===== src/rtl/store_buffer.sv =====
// Posted-write store buffer: in-order FIFO between core stores and data memory,
// with youngest-match store-to-load forwarding and fence/empty ordering support.
module store_buffer #(
    parameter int DEPTH = 4,
    parameter int AW    = 32,
    parameter int DW    = 32
) (
    input  logic            clk,
    input  logic            reset,
    input  logic            memwrite,
    input  logic [AW-1:0]   dataadr,
    input  logic [DW-1:0]   writedata,
    input  logic [DW/8-1:0] byteen,
    input  logic            memread,
    input  logic            fence,
    output logic            st_stall,
    output logic            ld_hit,
    output logic [DW-1:0]   ld_data,
    output logic            ld_stall,
    output logic            fence_stall,
    output logic            empty,
    output logic            mem_valid,
    output logic [AW-1:0]   mem_addr,
    output logic [DW-1:0]   mem_wdata,
    output logic [DW/8-1:0] mem_be,
    input  logic            mem_ready
);
    localparam int PW = $clog2(DEPTH);
    localparam int BW = DW / 8;

    logic [AW-1:0] addr_q [DEPTH];
    logic [AW-1:0] addr_d [DEPTH];
    logic [DW-1:0] data_q [DEPTH];
    logic [DW-1:0] data_d [DEPTH];
    logic [BW-1:0] be_q   [DEPTH];
    logic [BW-1:0] be_d   [DEPTH];
    logic [PW-1:0] head_q, head_d, tail_q, tail_d;
    logic [PW:0]   count_q, count_d;

    logic          push, pop;
    logic          fwd_found, fwd_full;
    logic [DW-1:0] fwd_data;
    logic [PW-1:0] idx;

    // Stall depends on the current count only; a same-cycle pop does not free a slot.
    assign st_stall    = memwrite && (count_q == (PW+1)'(DEPTH));
    assign push        = memwrite && !st_stall && !reset;
    assign mem_valid   = (count_q != '0);
    assign pop         = mem_valid && mem_ready;
    assign empty       = (count_q == '0);
    assign fence_stall = fence && (count_q != '0);
    assign mem_addr    = addr_q[head_q];
    assign mem_wdata   = data_q[head_q];
    assign mem_be      = be_q[head_q];

    always_comb begin
        addr_d  = addr_q;
        data_d  = data_q;
        be_d    = be_q;
        head_d  = head_q;
        tail_d  = tail_q;
        count_d = count_q;
        if (push) begin
            addr_d[tail_q] = dataadr & ~AW'(3);
            data_d[tail_q] = writedata;
            be_d[tail_q]   = byteen;
            tail_d         = tail_q + PW'(1);
        end
        if (pop) head_d = head_q + PW'(1);
        case ({push, pop})
            2'b10:   count_d = count_q + (PW+1)'(1);
            2'b01:   count_d = count_q - (PW+1)'(1);
            default: count_d = count_q;
        endcase
    end

    // Walk oldest to youngest so the last match seen is the youngest one.
    // Only pre-edge state is searched, so a same-cycle push is invisible.
    always_comb begin
        fwd_found = 1'b0;
        fwd_full  = 1'b0;
        fwd_data  = '0;
        idx       = head_q;
        for (int i = 0; i < DEPTH; i++) begin
            idx = head_q + PW'(i);
            if (i < int'(count_q) && addr_q[idx][AW-1:2] == dataadr[AW-1:2]) begin
                fwd_found = 1'b1;
                fwd_full  = &be_q[idx];
                fwd_data  = data_q[idx];
            end
        end
    end

    assign ld_hit   = memread && fwd_found && fwd_full;
    assign ld_stall = memread && fwd_found && !fwd_full;
    assign ld_data  = ld_hit ? fwd_data : '0;

    always_ff @(posedge clk) begin
        addr_q <= addr_d;
        data_q <= data_d;
        be_q   <= be_d;
        if (reset) begin
            head_q  <= '0;
            tail_q  <= '0;
            count_q <= '0;
        end else begin
            head_q  <= head_d;
            tail_q  <= tail_d;
            count_q <= count_d;
        end
    end
endmodule


===== config.mk =====
export PLATFORM = sky130hd
export DESIGN_NAME = store_buffer
export DESIGN_NICKNAME = d
export VERILOG_FILES = /design/src/rtl/store_buffer.sv
export SDC_FILE = /design/constraint.sdc
export NUM_CORES = 1
export LEC_CHECK = 0
export CORE_UTILIZATION = 45
export CTS_BUF_LIST = sky130_fd_sc_hd__clkbuf_4 sky130_fd_sc_hd__clkbuf_8
export CTS_CLUSTER_DIAMETER = 50
export DETAILED_ROUTE_END_ITERATION = 16
export GPL_TIMING_DRIVEN = 0
export PLACE_DENSITY = 0.66
export SYNTH_ARGS = -nofsm -noshare
export SYNTH_HDL_FRONTEND = slang
export SYNTH_SLANG_ARGS = --single-unit

===== constraint.sdc =====
create_clock -name clk -period 5.35 [get_ports clk]
set_input_delay 1.07 -clock clk [delete_from_list [all_inputs] [get_ports clk]]
set_output_delay 1.07 -clock clk [all_outputs]
set_load 0.05 [all_outputs]

==> run_results.csv <==
group,metric,value,unit
outcome,status,"complete, but fails checks",
outcome,violations,"setup timing",
logic_synthesis,netlist_instances,1310,
detailed_routing,firstDrtPassIters,6,
detailed_routing,vias_per_cell,6.55,
critical_path,end_kind,"output port",
detailed_routing,wl_per_cell,29.5,um
global_routing,grt_max_degree,46,
finish,fin_nets,1697,
cts,cts_tree,"built",
sta,finalCritPeriodShare,106,%
placed_design,pre_cts_ws,-2.77,ns
floorplanning,core_area,0.0386,mm^2
logic_synthesis,syn_area_per_cell,13.5,um^2
floorplanning,die_h,200,um
worst_hold_path,hp-class,"reg -> reg",
critical_path,reg2reg_to,"head_q[1]$_SDFFE_PP0P_",
critical_path,cp_data_required_time,4.28,ns
finish,drive_above_1_share,39.8,%
pwr,p_sw_share,41.5,%
logic_synthesis,synth_top_cell_by_area,"edfxtp_1",
detailed_routing,route.detailed.drc,0,
floorplanning,fp.dieW,200,um
detailed_routing,drt_wl_total,64100,um
logic_synthesis,yosysUniqueCellTypes,72,
critical_path,r2r_cells,12,
floorplanning,die_area,0.0400,mm^2
placed_design,dp_hpwl,43600,um
cts,cts_inserted_buffers,49,
logic_synthesis,synth_top_area_share,44.9,%
logic_synthesis,ys_warn_count,0,
logic_synthesis,yosys-top-cells-area,"edfxtp_1 45%, mux4_2 14%, mux2i_1 8.1%, mux2_2 5.2%, a2111oi_0 3.7%",
detailed_routing,antenna_left,0,
finish,final_common_cell,"edfxtp_1",
placed_design,detailed_place.area,0.0204,mm^2
cts,clock_latency,0.64,ns
cts,path_clk_slew,0.06,ns
pwr,pwr-share-comb,53.3,%
floorplanning,io_pins,180,
sta,fin_crit,5.65,ns
sta,skew,0.0419,ns
pwr,ir_drop,308,uV
pwr,p_per_area,411,mW/mm^2
pwr,p_leak,7.66,nW
logic_synthesis,ys_seq_area_share,45.7,%
critical_path,timing.rr.start,"head_q[0]$_SDFFE_PP0P_",
worst_hold_path,hold_path.startpoint,"tail_q[0]$_SDFFE_PP0P_",
critical_path,r2r_slack,2.35,ns
cts,h-tree-depth,2,
finish,fill_cells,2909,
sta,finalMaxSlewViolations,0,
sta,slew_headroom,36.3,%
critical_path,cp-start-kind,"input port",
global_routing,antenna_found_initial,3,
global_routing,overflow,0,
sta,rsz0062_at_grt,"yes",
pwr,switching_power,0.00405,W
finish,area_growth,34.6,%
cts,clockBufferDepth,3,
finish,layout_common_cells,"264 x edfxtp_1, 116 x mux2i_1, 106 x mux4_2, 93 x clkdlybuf4s50_1, 74 x buf_4",
floorplanning,rows,72,
sta,tightestPinTransition,0.956,ns
sta,setup_viol,33,
floorplanning,initial_core_util,45.6,%
sta,max_clock_freq,0.177,GHz
finish,final_area,0.0237,mm^2
critical_path,crit_arrival,4.58,ns
logic_synthesis,netlist_area,0.0176,mm^2
cts,cts-root-buf,"clkbuf_8",
placed_design,portBuffers,174,
global_routing,grt_pass1_wl,92600,um
global_routing,track_usage,32.0,%
logic_synthesis,synth_edf_count,264,
pwr,power_frac_clock,20.7,%
critical_path,crit_type,"in -> out",
pwr,power.internal,0.00571,W
placed_design,place_congestion,0.977,
global_routing,grt_pass1_vias,14178,
logic_synthesis,ys.flop_type,"edfxtp_1",
logic_synthesis,synth_async_sr_flop_share,0,%
detailed_routing,first_iter_violations,1805,
worst_hold_path,holdPathEnd,"tail_q[0]$_SDFFE_PP0P_",
run,maxCapViolCount,0,
logic_synthesis,ys_seq_elements,271,
sta,hold_violations,0,
pwr,p_seq_share,26.0,%
sta,setup_slack,-0.301,ns
worst_hold_path,min_path_cells,2,
cts,cts_hold_buf,0,
critical_path,critPathMaxFanout,10,
cts,cts_num_sinks,271,
detailed_routing,vias,14237,
-- worst max path at each step --
| stage | from | end | cells after the start |
|---|---|---|---|
| after floorplan | head_q[1]$_SDFFE_PP0P_ | ld_data[31] | 15 |
| after global placement | head_q[1]$_SDFFE_PP0P_ | ld_data[21] | 15 |
| after detailed placement | head_q[1]$_SDFFE_PP0P_ | ld_data[21] | 15 |
| after CTS | head_q[0]$_SDFFE_PP0P_ | ld_data[15] | 16 |
| after global routing | head_q[0]$_SDFFE_PP0P_ | ld_data[1] | 18 |
| final | dataadr[25] | ld_data[21] | 11 |
-- critical path, stage by stage --
cell and delay, ns:
clkdlybuf4s50_1 0.61, clkbuf_2 0.35, xnor2_1 0.12, a2111oi_0 0.38
a31oi_1 0.16, a2111o_2 0.60, clkbuf_8 0.25, a2111oi_2 0.34
a2111oi_2 0.12, nor4_4 0.33, buf_6 0.21
-- timing repair --
action                     in CTS  in global routing
setup buffers                  59                 14
resized for setup             596                127
pin swaps                      65                 43
setup endpoints to repair      74                 42
gates cloned                    5                  3
-- Yosys cell counts, types with 21 or more instances --
| master | n |
|---|---|
| clkbuf_1 | 60 |
| nor3_1 | 39 |
| mux2_2 | 81 |
| nand2_1 | 40 |
| o21ai_0 | 47 |
| mux4_2 | 106 |
| edfxtp_1 | 264 |
| a2111oi_0 | 74 |
| buf_2 | 32 |
| a21oi_1 | 21 |
| xnor2_1 | 70 |
| nor2_1 | 61 |
| mux2i_1 | 143 |
| xor2_1 | 26 |
| nor4_2 | 29 |
-- final cells by class --
cell class	instances	area (um^2)	share of cell area, %
repair buffers	257	2700	11.4
clock inverters	26	203	0.854
well taps	518	648	2.73
flip-flops and latches	271	8070	34.0
plain buffers	123	1180	4.95
inverters	18	67.6	0.285
multi-input cells	894	10100	42.5
diodes	3	7.51	0.0316
clock buffers	62	791	3.33
-- metrics by stage --
stage | TNS (ns) | std cells | hold slack (ns) | total power [W] | util (%)
global route | -10.54 | 2171 | 0.649 | 0.0100 | 61.4
detailed placement | -96.45 | 2007 | 0.600 | 0.00708 | 52.9
global placement | -229.32 | 2003 | 0.564 | 0.00707 | 52.5
finish | -7.72 | 2172 | 0.614 | 0.00976 | 61.4
floorplan | 0 | 1311 | 0.520 | 0.00567 | -
CTS | -8.00 | 2157 | 0.616 | 0.00962 | 60.0
-- registers in the layout, summed over array words and instances, names as in the netlist --
signal	count
count_q	3
tail_q	2
be_q	16
head_q	2
data_q	128
addr_q	120
-- layer usage --
layer | part of all wire (%) | up-vias | global-route usage (%)
li1 | - | 5960 | -
met1 | 42 | 7242 | 45.6
met2 | 46 | 876 | 49.1
met3 | 9.0 | 159 | 5.19
met4 | 3.5 | 0 | 11.9
met5 | 0 | - | 0
-- power by group through the flow --
stage               logic (W)  clock network [W]  registers, W
floorplan             0.00313                  0       0.00254
global placement      0.00450                  0       0.00256
detailed placement    0.00453                  0       0.00256
CTS                   0.00506            0.00204       0.00252
global route          0.00536            0.00213       0.00254
finish                0.00520            0.00202       0.00253
-- cell families after synthesis --
kind of cell             Yosys count  share of synthesized area (%)
flip-flops                       271                           45.7
buffers and inverters            146                           4.46
other                              1                         0.0213
AO/OA/AOI/OAI                    213                           9.12
AND/OR/NAND/NOR                  241                           8.09
XOR/XNOR                          96                           4.77
adder cells (fa/ha/maj)            9                          0.638
multiplexers                     333                           27.2
Note: power is estimated with default switching activity, not from simulation.
